--- src/rtl/core_pkg.sv ---
// Types and defaults shared by the decode, ID/EX and execute stages.
package core_pkg;

   localparam int XLEN_DEF = 32;
   localparam int REGW_DEF = 5;

   typedef struct packed {
      logic [1:0] aluOp;
      logic       branch;
      logic       memWrite;
      logic       regWrite;
      logic       memToReg;
      logic       aluSRC;
      logic       memRead;
   } ctrl_t;

   localparam ctrl_t CTRL_NOP = '0;

endpackage

--- src/rtl/sat_counter.sv ---
// Saturating up-counter with hold; hold wins over inc, reset wins over both.
module sat_counter #(
   parameter int CNTW = 16
) (
   input  logic            clk,
   input  logic            reset,
   input  logic            inc,
   input  logic            hold,
   output logic [CNTW-1:0] count
);

   logic [CNTW-1:0] count_q;
   logic [CNTW-1:0] count_d;

   always_comb begin
      count_d = count_q;
      if (!hold && inc && !(&count_q)) begin
         count_d = count_q + 1'b1;
      end
   end

   always_ff @(posedge clk) begin
      if (reset) begin
         count_q <= '0;
      end else begin
         count_q <= count_d;
      end
   end

   assign count = count_q;

endmodule

--- src/rtl/id_ex_reg.sv ---
// ID/EX pipeline register: captures the gated control bundle and operands,
// with stall/flush handling and a saturating count of bubbles entering EX.
module id_ex_reg
   import core_pkg::*;
#(
   parameter int XLEN = XLEN_DEF,
   parameter int REGW = REGW_DEF,
   parameter int CNTW = 16
) (
   input  logic            clk,
   input  logic            reset,
   input  logic            stall,
   input  logic            flush,
   input  logic            idBubble,
   input  logic [1:0]      idAluOp,
   input  logic            idBranch,
   input  logic            idMemWrite,
   input  logic            idRegWrite,
   input  logic            idMemToReg,
   input  logic            idAluSRC,
   input  logic            idMemRead,
   input  logic [XLEN-1:0] idPc,
   input  logic [XLEN-1:0] idRs1Data,
   input  logic [XLEN-1:0] idRs2Data,
   input  logic [XLEN-1:0] idImm,
   input  logic [REGW-1:0] idRs1,
   input  logic [REGW-1:0] idRs2,
   input  logic [REGW-1:0] idRd,
   input  logic [2:0]      idFunct3,
   input  logic            idFunct7b5,
   output logic [1:0]      exAluOp,
   output logic            exBranch,
   output logic            exMemWrite,
   output logic            exRegWrite,
   output logic            exMemToReg,
   output logic            exAluSRC,
   output logic            exMemRead,
   output logic [XLEN-1:0] exPc,
   output logic [XLEN-1:0] exRs1Data,
   output logic [XLEN-1:0] exRs2Data,
   output logic [XLEN-1:0] exImm,
   output logic [REGW-1:0] exRs1,
   output logic [REGW-1:0] exRs2,
   output logic [REGW-1:0] exRd,
   output logic [2:0]      exFunct3,
   output logic            exFunct7b5,
   output logic            exValid,
   output logic [CNTW-1:0] bubbleCnt
);

   ctrl_t           id_ctrl;
   ctrl_t           ctrl_q;
   logic [XLEN-1:0] pc_q, rs1_data_q, rs2_data_q, imm_q;
   logic [REGW-1:0] rs1_q, rs2_q, rd_q;
   logic [2:0]      funct3_q;
   logic            funct7b5_q;
   logic            valid_q;
   logic            bubble_inc;
   logic            cnt_hold;

   // Control arrives already gated by the decode mux; no re-gating here.
   assign id_ctrl = '{aluOp:    idAluOp,
                      branch:   idBranch,
                      memWrite: idMemWrite,
                      regWrite: idRegWrite,
                      memToReg: idMemToReg,
                      aluSRC:   idAluSRC,
                      memRead:  idMemRead};

   always_ff @(posedge clk) begin
      if (reset || flush) begin
         ctrl_q     <= CTRL_NOP;
         pc_q       <= '0;
         rs1_data_q <= '0;
         rs2_data_q <= '0;
         imm_q      <= '0;
         rs1_q      <= '0;
         rs2_q      <= '0;
         rd_q       <= '0;
         funct3_q   <= '0;
         funct7b5_q <= 1'b0;
         valid_q    <= 1'b0;
      end else if (!stall) begin
         ctrl_q     <= id_ctrl;
         pc_q       <= idPc;
         rs1_data_q <= idRs1Data;
         rs2_data_q <= idRs2Data;
         imm_q      <= idImm;
         rs1_q      <= idRs1;
         rs2_q      <= idRs2;
         rd_q       <= idRd;
         funct3_q   <= idFunct3;
         funct7b5_q <= idFunct7b5;
         valid_q    <= ~idBubble;
      end
   end

   // A flush always counts, even against a stall; a decode bubble counts only when loaded.
   assign bubble_inc = flush | (~stall & idBubble);
   assign cnt_hold   = stall & ~flush;

   sat_counter #(.CNTW(CNTW)) u_bubble_cnt (
      .clk   (clk),
      .reset (reset),
      .inc   (bubble_inc),
      .hold  (cnt_hold),
      .count (bubbleCnt)
   );

   assign exAluOp    = ctrl_q.aluOp;
   assign exBranch   = ctrl_q.branch;
   assign exMemWrite = ctrl_q.memWrite;
   assign exRegWrite = ctrl_q.regWrite;
   assign exMemToReg = ctrl_q.memToReg;
   assign exAluSRC   = ctrl_q.aluSRC;
   assign exMemRead  = ctrl_q.memRead;
   assign exPc       = pc_q;
   assign exRs1Data  = rs1_data_q;
   assign exRs2Data  = rs2_data_q;
   assign exImm      = imm_q;
   assign exRs1      = rs1_q;
   assign exRs2      = rs2_q;
   assign exRd       = rd_q;
   assign exFunct3   = funct3_q;
   assign exFunct7b5 = funct7b5_q;
   assign exValid    = valid_q;

endmodule

--- config.mk ---
export PLATFORM = sky130hd
export DESIGN_NAME = id_ex_reg
export DESIGN_NICKNAME = d
export VERILOG_FILES = /design/src/rtl/core_pkg.sv /design/src/rtl/sat_counter.sv /design/src/rtl/id_ex_reg.sv
export SDC_FILE = /design/constraint.sdc
export NUM_CORES = 1
export LEC_CHECK = 0
export CAP_MARGIN = 0
export CORE_ASPECT_RATIO = 0.9
export CORE_MARGIN = 8
export CORE_UTILIZATION = 30
export DETAILED_ROUTE_END_ITERATION = 6
export PLACE_DENSITY = 0.65
export SETUP_SLACK_MARGIN = 0.4
export SLEW_MARGIN = 10
export SYNTH_ARGS = -nofsm -noshare
export SYNTH_HDL_FRONTEND = slang
export SYNTH_SLANG_ARGS = --single-unit
--- constraint.sdc ---
create_clock -name clk -period 1.97 [get_ports clk]
set_clock_uncertainty 0.1 [all_clocks]
set_input_delay 0.394 -clock clk [delete_from_list [all_inputs] [get_ports clk]]
set_output_delay 0.394 -clock clk [all_outputs]
set_load 0.005 [all_outputs]
==> report_table.html, run 1 <==
<table>
<tr><th>Metric</th><th>Value</th></tr>
<tr><th colspan="2">Critical path</th></tr>
<tr><td>Stages on the worst setup path</td><td>6</td></tr>
<tr><td>Crit path launch type</td><td>flop</td></tr>
<tr><td>Buffering stage count on the worst path with inverters included</td><td>1</td></tr>
<tr><td>Depth of the most critical reg-to-reg path</td><td>6</td></tr>
<tr><td>Critical-path top delay cell</td><td>sky130_fd_sc_hd__or4_4</td></tr>
<tr><td>Crit Reg-Reg Endpoint</td><td>u_bubble_cnt.count[3]$_SDFFE_PP0P_</td></tr>
<tr><td>Reg-to-reg setup timing slack</td><td>0.23 ns</td></tr>
<tr><td>Top fanout value on the critical path</td><td>7</td></tr>
<tr><td>Startpoint of the most critical register-to-register path</td><td>u_bubble_cnt.count[0]$_SDFFE_PP0P_</td></tr>
<tr><td>Kind of critical path</td><td>flop to flop</td></tr>
<tr><td>Cells along the critical path</td><td>ha_4 -&gt; nand4_1 -&gt; nor4_4 -&gt; buf_4 -&gt; or4_4 -&gt; a21oi_2</td></tr>
<tr><td>Cell type group with the largest total delay on the critical path</td><td>simple AND/OR/NAND/NOR gates</td></tr>
<tr><td>Peak per-stage delay on the critical path</td><td>0.49 ns</td></tr>
<tr><td>Critical path endpoint category</td><td>flop</td></tr>
<tr><td>Arrival @ worst endpoint</td><td>1.98 ns</td></tr>
<tr><td>CP required</td><td>around 2.2 ns</td></tr>
<tr><th colspan="2">Place</th></tr>
<tr><td>IO Port Bufs</td><td>331</td></tr>
<tr><td>DP HPWL</td><td>15900 um</td></tr>
<tr><td>Gpl congestion</td><td>0.790</td></tr>
<tr><td>Pre-CTS setup slack</td><td>-0.165 ns</td></tr>
<tr><td>Number of cells after detailed placement</td><td>1212</td></tr>
<tr><th colspan="2">Power and ir drop</th></tr>
<tr><td>Cell-internal power</td><td>6.04 mW</td></tr>
<tr><td>PnR Total Power</td><td>a little under 8 mW</td></tr>
<tr><td>Register share of total power</td><td>0.456</td></tr>
<tr><td>Sw Ratio</td><td>0.240</td></tr>
<tr><td>Pwr Density</td><td>729 nW/um^2</td></tr>
<tr><td>Fraction of power consumed by the clock network</td><td>0.418</td></tr>
<tr><td>Net switching power</td><td>1.91 mW</td></tr>
<tr><td>Combinational share of power</td><td>0.125</td></tr>
<tr><td>Standby leakage power</td><td>5.17 nW</td></tr>
<tr><td>Highest ir drop seen on vdd</td><td>462 uV</td></tr>
<tr><th colspan="2">Detailed routing</th></tr>
<tr><td>DRC viols</td><td>0</td></tr>
<tr><td>DRC violation total after the first TritonRoute iteration</td><td>228</td></tr>
<tr><td>Final routed wire length divided by cell count</td><td>17.0 um</td></tr>
<tr><td>Via count</td><td>5573</td></tr>
<tr><td>Via/cell ratio</td><td>4.40</td></tr>
<tr><td>Number of nets with antenna violations after routing</td><td>0</td></tr>
<tr><td>Sum of routed wire length over all layers</td><td>21500 um</td></tr>
<tr><td>DR pass1 iterations</td><td>4</td></tr>
<tr><th colspan="2">Logic synthesis</th></tr>
<tr><td>Number of synthesized flops with an enable pin</td><td>0</td></tr>
<tr><td>Post-synth ARST share</td><td>0</td></tr>
<tr><td>Share of the yosys chip area belonging to registers</td><td>0.545</td></tr>
<tr><td>Post-Syn Area per Cell</td><td>10.5 um^2</td></tr>
<tr><td>Post-synth top flop</td><td>sky130_fd_sc_hd__dfxtp_1</td></tr>
<tr><td>Post-synthesis instance total</td><td>slightly above 600</td></tr>
<tr><td>Netlist cell types</td><td>42</td></tr>
<tr><td>Syn Nets</td><td>about 770</td></tr>
<tr><td>Synthesized area</td><td>6320 um^2</td></tr>
<tr><td>Warnings, synthesis</td><td>0</td></tr>
<tr><td>Synthesis-stage register bit count</td><td>172</td></tr>
<tr><th colspan="2">STA</th></tr>
<tr><td>Worst path setup slack after routing</td><td>0.234 ns</td></tr>
<tr><td>Final setup violation count</td><td>0</td></tr>
<tr><td>Time the worst path needs with I/O delays and setup</td><td>~1.7 ns</td></tr>
<tr><td>Least-Margin Pin Slew</td><td>0.798 ns</td></tr>
<tr><td>Final hold violations</td><td>0</td></tr>
<tr><td>Post-Route Setup TNS</td><td>0 ns</td></tr>
<tr><td>Final period utilization</td><td>0.881</td></tr>
<tr><td>RSZ-0062 raised after global routing</td><td>true</td></tr>
<tr><td>Max-Slew Margin vs Limit</td><td>0.468</td></tr>
<tr><td>Achievable Freq</td><td>roughly 580 MHz</td></tr>
<tr><td>Pins over their slew limit</td><td>0</td></tr>
<tr><th colspan="2">Status</th></tr>
<tr><td>Result of the run</td><td>finished, final reports clean</td></tr>
<tr><th colspan="2">Global route</th></tr>
<tr><td>Overall global routing resource usage</td><td>0.160</td></tr>
<tr><td>Number of global-route vias before repair</td><td>5706</td></tr>
<tr><td>First-pass GRT wire length</td><td>32700 um</td></tr>
<tr><td>Maximum number of pins on one net before global-route repair</td><td>104</td></tr>
<tr><td>Antenna violations before repair</td><td>0</td></tr>
<tr><td>Residual overflow from global routing</td><td>0</td></tr>
<tr><th colspan="2">Clock tree</th></tr>
<tr><td>Clock transition time at the flip-flop clock pins of the worst setup and hold paths</td><td>~0.070 ns</td></tr>
<tr><td>CTS tree</td><td>yes</td></tr>
<tr><td>CTS root buffer</td><td>sky130_fd_sc_hd__clkbuf_16</td></tr>
<tr><td>Maximum buffer depth of the clock tree</td><td>2</td></tr>
<tr><td>CTS Sinks</td><td>172</td></tr>
<tr><td>Inserted Clock Buffers</td><td>17</td></tr>
<tr><td>Later-pin clock latency in the skew report</td><td>0.42 ns</td></tr>
<tr><td>H-tree lvl count</td><td>4</td></tr>
<tr><th colspan="2">Final layout</th></tr>
<tr><td>Final layout net count</td><td>1128</td></tr>
<tr><td>Final cell count without fillers</td><td>roughly 1.3k</td></tr>
<tr><td>Diode insertion count for antenna repair</td><td>0</td></tr>
<tr><td>Final design utilization</td><td>0.525</td></tr>
<tr><td>Layout cells sized above 1</td><td>0.143</td></tr>
<tr><td>Layout area overhead</td><td>72.6%</td></tr>
<tr><th colspan="2">Floorplanning</th></tr>
<tr><td>Area of the core region</td><td>20800 um^2</td></tr>
<tr><td>Die ar.</td><td>26000 um^2</td></tr>
<tr><td>Height of the die</td><td>approximately 150 um</td></tr>
<tr><td>I/O Pins</td><td>between 300 and 400</td></tr>
<tr><td>Die W</td><td>about 170 um</td></tr>
<tr><td>Number of core rows</td><td>50</td></tr>
<tr><td>Initial standard-cell utilization of the core</td><td>0.304</td></tr>
<tr><th colspan="2">Worst hold path</th></tr>
<tr><td>Path type of the worst min-delay path</td><td>flop to flop</td></tr>
<tr><td>HP Start</td><td>exPc[9]$_SDFFE_PP0N_</td></tr>
<tr><td>Destination of the worst hold path</td><td>exPc[9]$_SDFFE_PP0N_</td></tr>
<tr><td>Hold Path Cell Cnt</td><td>2</td></tr>
<tr><th colspan="2">Flow run</th></tr>
<tr><td>MaxCap Viol Count</td><td>0</td></tr>
</table>
power by group through the flow:
stage                     clock (mW)  sequential (mW)  combinational [mW]
after floorplan                    0             3.73               0.356
after global placement             0             3.72                1.04
after detailed placement           0             3.72                1.05
after CTS                       3.45             3.63               0.997
after global routing            3.60             3.64                1.08
final                           3.33             3.63               0.996
cell usage in the layout (no fill, tap or decap), drive strengths merged, types with 5 or more instances in the layout:
cell           count
buf               56
nand2              8
clkbuf            31
nor2b              5
clkdlybuf4s15     31
nand3              7
dfxtp            172
nor2             162
dlygate4sd2      126
mux2i            156
clkdlybuf4s50    156
nor4               6
inv                7
a21oi              6
logic make-up (layout without fill, tap and decap cells):
group                      count (synthesis)  in the layout  synth area share
buffers and inverters                     39            415            0.0269
DFF                                      172            172             0.545
muxes                                    159            159             0.252
adders and majority gates                  1              1           0.00198
and+or+nand+nor                          207            207             0.142
AOI/OAI and AO/OA                         26             26            0.0325
worst max-delay path by stage:
stage	end	slack, ns	from
after detailed placement	u_bubble_cnt.count[7]$_SDFFE_PP0P_	-0.16	idBubble
after global routing	u_bubble_cnt.count[3]$_SDFFE_PP0P_	0.19	u_bubble_cnt.count[0]$_SDFFE_PP0P_
final	u_bubble_cnt.count[3]$_SDFFE_PP0P_	0.23	u_bubble_cnt.count[0]$_SDFFE_PP0P_
after CTS	bubbleCnt[1]	0.25	u_bubble_cnt.count[1]$_SDFFE_PP0P_
after global placement	u_bubble_cnt.count[11]$_SDFFE_PP0P_	-0.15	idBubble
after floorplan	u_bubble_cnt.count[7]$_SDFFE_PP0P_	0.31	u_bubble_cnt.count[0]$_SDFFE_PP0P_
stage by stage:
| stage | hold WS [ns] | area, um^2 |
|---|---|---|
| floorplan | 0.388 | 6340 |
| global placement | 0.373 | 10200 |
| detailed placement | 0.384 | 10200 |
| CTS | 0.395 | 10800 |
| global route | 0.413 | 10900 |
| finish | 0.388 | 10900 |
state kept, by name (all words and copies together) (netlist names), 2 cells and up:
register            count
exPc                   32
exRd                    5
exRs1                   5
exRs1Data              32
exFunct3                3
u_bubble_cnt.count     16
exRs2                   5
exImm                  32
exRs2Data              32
exAluOp                 2
tightest hold or removal path, stage by stage (launching register included):
cell                      delay, ns
sky130_fd_sc_hd__dfxtp_1       0.32
sky130_fd_sc_hd__mux2i_1       0.06
sky130_fd_sc_hd__nor2_1        0.07
synth_stat cells (2+ instances only):
library cell | number | share of area
sky130_fd_sc_hd__a21oi_1 | 6 | 0.0048
sky130_fd_sc_hd__buf_2 | 16 | 0.013
sky130_fd_sc_hd__clkbuf_1 | 20 | 0.012
sky130_fd_sc_hd__dfxtp_1 | 172 | 0.54
sky130_fd_sc_hd__inv_1 | 2 | 0.0012
sky130_fd_sc_hd__mux2_1 | 2 | 0.0036
sky130_fd_sc_hd__mux2i_1 | 156 | 0.25
sky130_fd_sc_hd__nand2_1 | 8 | 0.0048
sky130_fd_sc_hd__nand3_1 | 6 | 0.0048
sky130_fd_sc_hd__nand4_1 | 3 | 0.0030
sky130_fd_sc_hd__nor2_1 | 162 | 0.096
sky130_fd_sc_hd__nor2b_1 | 4 | 0.0040
sky130_fd_sc_hd__nor3_1 | 4 | 0.0032
sky130_fd_sc_hd__nor4_1 | 5 | 0.0049
sky130_fd_sc_hd__o21ai_0 | 4 | 0.0032
sky130_fd_sc_hd__o31ai_1 | 4 | 0.0048
sky130_fd_sc_hd__or3_1 | 2 | 0.0020
sky130_fd_sc_hd__or4_1 | 4 | 0.0048
per-layer routing:
metal	GRT usage	share of wire	routed length, um
met1	0.174	0.40	8610
met5	0	0	0
met3	0.0960	0.13	2850
met2	0.265	0.46	9920
met4	0.0354	0.0056	121
final cells by class:
class                           count  area [um^2]
Timing Repair Buffer              381         3670
Tap cell                          286          358
Fill cell                        1969         9860
Clock inverter                     12          129
Inverter                            2         7.51
Multi-Input combinational cell    393         2800
Sequential cell                   172         3490
Clock buffer                       20          457
timing repair:
item	CTS	global route
endpoints found under the setup margin	289	55
gates resized for setup	233	66
pin swaps	8	9
hold buffers	0	0
setup buffers	16	6
No activity file was read; power rests on OpenSTA's default activity.
==> inputs of run 2 (changes only) <==
--- a/config.mk
+++ b/config.mk
@@ -8,9 +8,9 @@
 export CAP_MARGIN = 0
 export CORE_ASPECT_RATIO = 0.9
 export CORE_MARGIN = 8
-export CORE_UTILIZATION = 30
+export CORE_UTILIZATION = 39
 export DETAILED_ROUTE_END_ITERATION = 6
-export PLACE_DENSITY = 0.65
+export PLACE_DENSITY = 0.81
 export SETUP_SLACK_MARGIN = 0.4
 export SLEW_MARGIN = 10
 export SYNTH_ARGS = -nofsm -noshare
==> run 2 against run 1 <==
  * Routed wire length increased by 1.4%
  * Clock power about the same
  * Largest power group unchanged
  * Worst setup slack improved by 0.047 ns
  * Critical endpoint is now u_bubble_cnt.count[4]$_SDFFE_PP0P_
  * Critical path depth decreased by 1
  * Final cell count decreased by 6.3%
  * Largest cell class unchanged
  * Non-clock buffer count increased by 1
==> report_table.html, run 2 (synthesized netlist as in run 1, its figures left out) <==
<table>
<tr><th>Metric</th><th>Value</th></tr>
<tr><th colspan="2">Status</th></tr>
<tr><td>Result of the run</td><td>finished, final reports clean</td></tr>
<tr><th colspan="2">Clock tree</th></tr>
<tr><td>Later-pin clock latency in the skew report</td><td>0.43 ns</td></tr>
<tr><td>CTS Sinks</td><td>172</td></tr>
<tr><td>CTS root buffer</td><td>sky130_fd_sc_hd__clkbuf_16</td></tr>
<tr><td>H-tree lvl count</td><td>4</td></tr>
<tr><td>Clock transition time at the flip-flop clock pins of the worst setup and hold paths</td><td>~0.06 ns</td></tr>
<tr><td>Maximum buffer depth of the clock tree</td><td>2</td></tr>
<tr><td>Inserted Clock Buffers</td><td>17</td></tr>
<tr><td>Total of hold buffers inserted after clock tree synthesis</td><td>0</td></tr>
<tr><td>CTS tree</td><td>yes</td></tr>
<tr><th colspan="2">Final layout</th></tr>
<tr><td>Top library cells by usage in the layout, fill and taps aside</td><td>sky130_fd_sc_hd__nor2_1 (158), sky130_fd_sc_hd__mux2i_1 (156), sky130_fd_sc_hd__clkdlybuf4s50_1 (156)</td></tr>
<tr><td>Multi-input gate area</td><td>2890 um^2</td></tr>
<tr><td>Layout area overhead</td><td>70.8%</td></tr>
<tr><td>Register area</td><td>about 3500 um^2</td></tr>
<tr><td>Final layout net count</td><td>around 1.1k</td></tr>
<tr><td>Final cell count without fillers</td><td>about 1.2k</td></tr>
<tr><td>Cell area after layout</td><td>10800 um^2</td></tr>
<tr><td>Most frequent standard cell in the layout excluding fill and tap cells</td><td>sky130_fd_sc_hd__nor2_1</td></tr>
<tr><td>Number of filler instances in the final layout</td><td>between 1k and 1.5k</td></tr>
<tr><td>Layout cells sized above 1</td><td>0.142</td></tr>
<tr><td>Diode insertion count for antenna repair</td><td>0</td></tr>
<tr><th colspan="2">Critical path</th></tr>
<tr><td>Top fanout value on the critical path</td><td>5</td></tr>
<tr><td>CP required</td><td>2.22 ns</td></tr>
<tr><td>Buffering stage count on the worst path with inverters included</td><td>1</td></tr>
<tr><td>Arrival @ worst endpoint</td><td>1.94 ns</td></tr>
<tr><td>Kind of critical path</td><td>flop to flop</td></tr>
<tr><td>Peak per-stage delay on the critical path</td><td>slightly above 0.5 ns</td></tr>
<tr><td>Critical-path top delay cell</td><td>sky130_fd_sc_hd__or4_1</td></tr>
<tr><td>Crit path launch type</td><td>flop</td></tr>
<tr><td>Cells along the critical path</td><td>ha_4 -&gt; buf_4 -&gt; nand3_1 -&gt; or4_1 -&gt; a21oi_1</td></tr>
<tr><td>Cell type group with the largest total delay on the critical path</td><td>simple AND/OR/NAND/NOR gates</td></tr>
<tr><td>Critical path endpoint category</td><td>flop</td></tr>
<tr><th colspan="2">Detailed routing</th></tr>
<tr><td>DRC violation total after the first TritonRoute iteration</td><td>284</td></tr>
<tr><td>Sum of routed wire length over all layers</td><td>21800 um</td></tr>
<tr><td>DR pass1 iterations</td><td>5</td></tr>
<tr><td>DRC viols</td><td>0</td></tr>
<tr><td>Number of nets with antenna violations after routing</td><td>0</td></tr>
<tr><td>Via/cell ratio</td><td>approximately 4.9</td></tr>
<tr><td>Via count</td><td>5754</td></tr>
<tr><td>Final routed wire length divided by cell count</td><td>18.4 um</td></tr>
<tr><th colspan="2">Floorplanning</th></tr>
<tr><td>Die ar.</td><td>roughly 21000 um^2</td></tr>
<tr><td>Die W</td><td>150 um</td></tr>
<tr><td>Number of core rows</td><td>44</td></tr>
<tr><td>Initial standard-cell utilization of the core</td><td>0.395</td></tr>
<tr><td>Area of the core region</td><td>16000 um^2</td></tr>
<tr><td>I/O Pins</td><td>332</td></tr>
<tr><td>Height of the die</td><td>137 um</td></tr>
<tr><th colspan="2">STA</th></tr>
<tr><td>Final setup violation count</td><td>0</td></tr>
<tr><td>Pins over their slew limit</td><td>0</td></tr>
<tr><td>Time the worst path needs with I/O delays and setup</td><td>1.69 ns</td></tr>
<tr><td>Achievable Freq</td><td>592 MHz</td></tr>
<tr><td>RSZ-0062 raised after global routing</td><td>true</td></tr>
<tr><td>Final period utilization</td><td>0.857</td></tr>
<tr><td>Final hold violations</td><td>0</td></tr>
<tr><td>Max-Slew Margin vs Limit</td><td>0.629</td></tr>
<tr><td>Least-Margin Pin Slew</td><td>0.555 ns</td></tr>
<tr><th colspan="2">Power and ir drop</th></tr>
<tr><td>Pwr Density</td><td>733 nW/um^2</td></tr>
<tr><td>Standby leakage power</td><td>5.14 nW</td></tr>
<tr><td>Highest ir drop seen on vdd</td><td>roughly 570 uV</td></tr>
<tr><th colspan="2">Place</th></tr>
<tr><td>DP HPWL</td><td>15600 um</td></tr>
<tr><td>Placed standard-cell area</td><td>about 10000 um^2</td></tr>
<tr><td>IO Port Bufs</td><td>331</td></tr>
<tr><td>Gpl congestion</td><td>0.774</td></tr>
<tr><td>Number of cells after detailed placement</td><td>about 1.1k</td></tr>
<tr><th colspan="2">Flow run</th></tr>
<tr><td>MaxCap Viol Count</td><td>0</td></tr>
<tr><th colspan="2">Global route</th></tr>
<tr><td>Number of global-route vias before repair</td><td>5739</td></tr>
<tr><td>Antenna violations before repair</td><td>0</td></tr>
<tr><td>Overall global routing resource usage</td><td>0.202</td></tr>
<tr><td>First-pass GRT wire length</td><td>32200 um</td></tr>
<tr><td>Maximum number of pins on one net before global-route repair</td><td>61</td></tr>
<tr><td>Residual overflow from global routing</td><td>0</td></tr>
<tr><th colspan="2">Worst hold path</th></tr>
<tr><td>Path type of the worst min-delay path</td><td>input port to flop</td></tr>
</table>
==> run 2: final timing paths <==
check	from	endpoint	slack (ns)	cells past startpoint
max	u_bubble_cnt.count[0]$_SDFFE_PP0P_	u_bubble_cnt.count[4]$_SDFFE_PP0P_	0.28	5
min	stall	exValid$_SDFFE_PP0N_	0.22	3
max reg2reg	u_bubble_cnt.count[0]$_SDFFE_PP0P_	u_bubble_cnt.count[4]$_SDFFE_PP0P_	0.28	5
min reg2reg	exRs1Data[11]$_SDFFE_PP0N_	exRs1Data[11]$_SDFFE_PP0N_	0.39	2
==> run 2: power breakdown <==
part	total, mW	internal (mW)	switching, mW	leakage [nW]
Combinational	0.979	0.599	0.380	3.45
Sequential	3.63	3.57	0.0542	1.41
Clock	3.30	1.92	1.38	0.276
Total	7.91	6.10	1.81	5.14
==> run 2: layout make-up <==
cell class,count,share of cell area
inverter,2,0.000695
clock inverter,10,0.0108
multi-input combinational,394,0.267
clock buffer,19,0.0421
tap,207,0.0240
timing repair buffer,382,0.332
sequential,172,0.324
==> run 2: stage by stage <==
step                      utilization  setup TNS [ns]  hold slack, ns  setup WS [ns]  total power [mW]
after floorplan                     -               0           0.388          0.314              4.09
after global placement          0.624          -0.440           0.372         -0.110              4.72
after detailed placement        0.624          -0.908           0.383         -0.140              4.73
after CTS                       0.665               0           0.203          0.275              7.98
after global routing            0.674               0           0.269          0.196              8.22
final                           0.674               0           0.217          0.281              7.91
==> run 2: tightest hold or removal path, cell delays in order <==
cell and delay, ns:
sky130_fd_sc_hd__clkbuf_8 0.11, sky130_fd_sc_hd__nor2b_4 0.05, sky130_fd_sc_hd__nor3_1 0.14
==> run 2: what timing repair did <==
item,CTS,global route
setup endpoints to repair,188,48
gates cloned,1,0
buffers inserted,19,7
gates resized for setup,241,50
pin swaps,16,8
==> run 2: per-layer routing <==
metal	GRT usage	share of wire
met2	0.352	0.49
met3	0.115	0.12
met4	0.0494	0.014
met5	0	0
met1	0.206	0.37
==> inputs of run 3 (changes only) <==
--- a/config.mk
+++ b/config.mk
@@ -12,7 +12,7 @@
 export DETAILED_ROUTE_END_ITERATION = 6
 export PLACE_DENSITY = 0.81
 export SETUP_SLACK_MARGIN = 0.4
-export SLEW_MARGIN = 10
+export SLEW_MARGIN = 30
 export SYNTH_ARGS = -nofsm -noshare
 export SYNTH_HDL_FRONTEND = slang
 export SYNTH_SLANG_ARGS = --single-unit
==> results of run 3 <==
The final DEF is identical to that of run 2; final timing and power are the same.
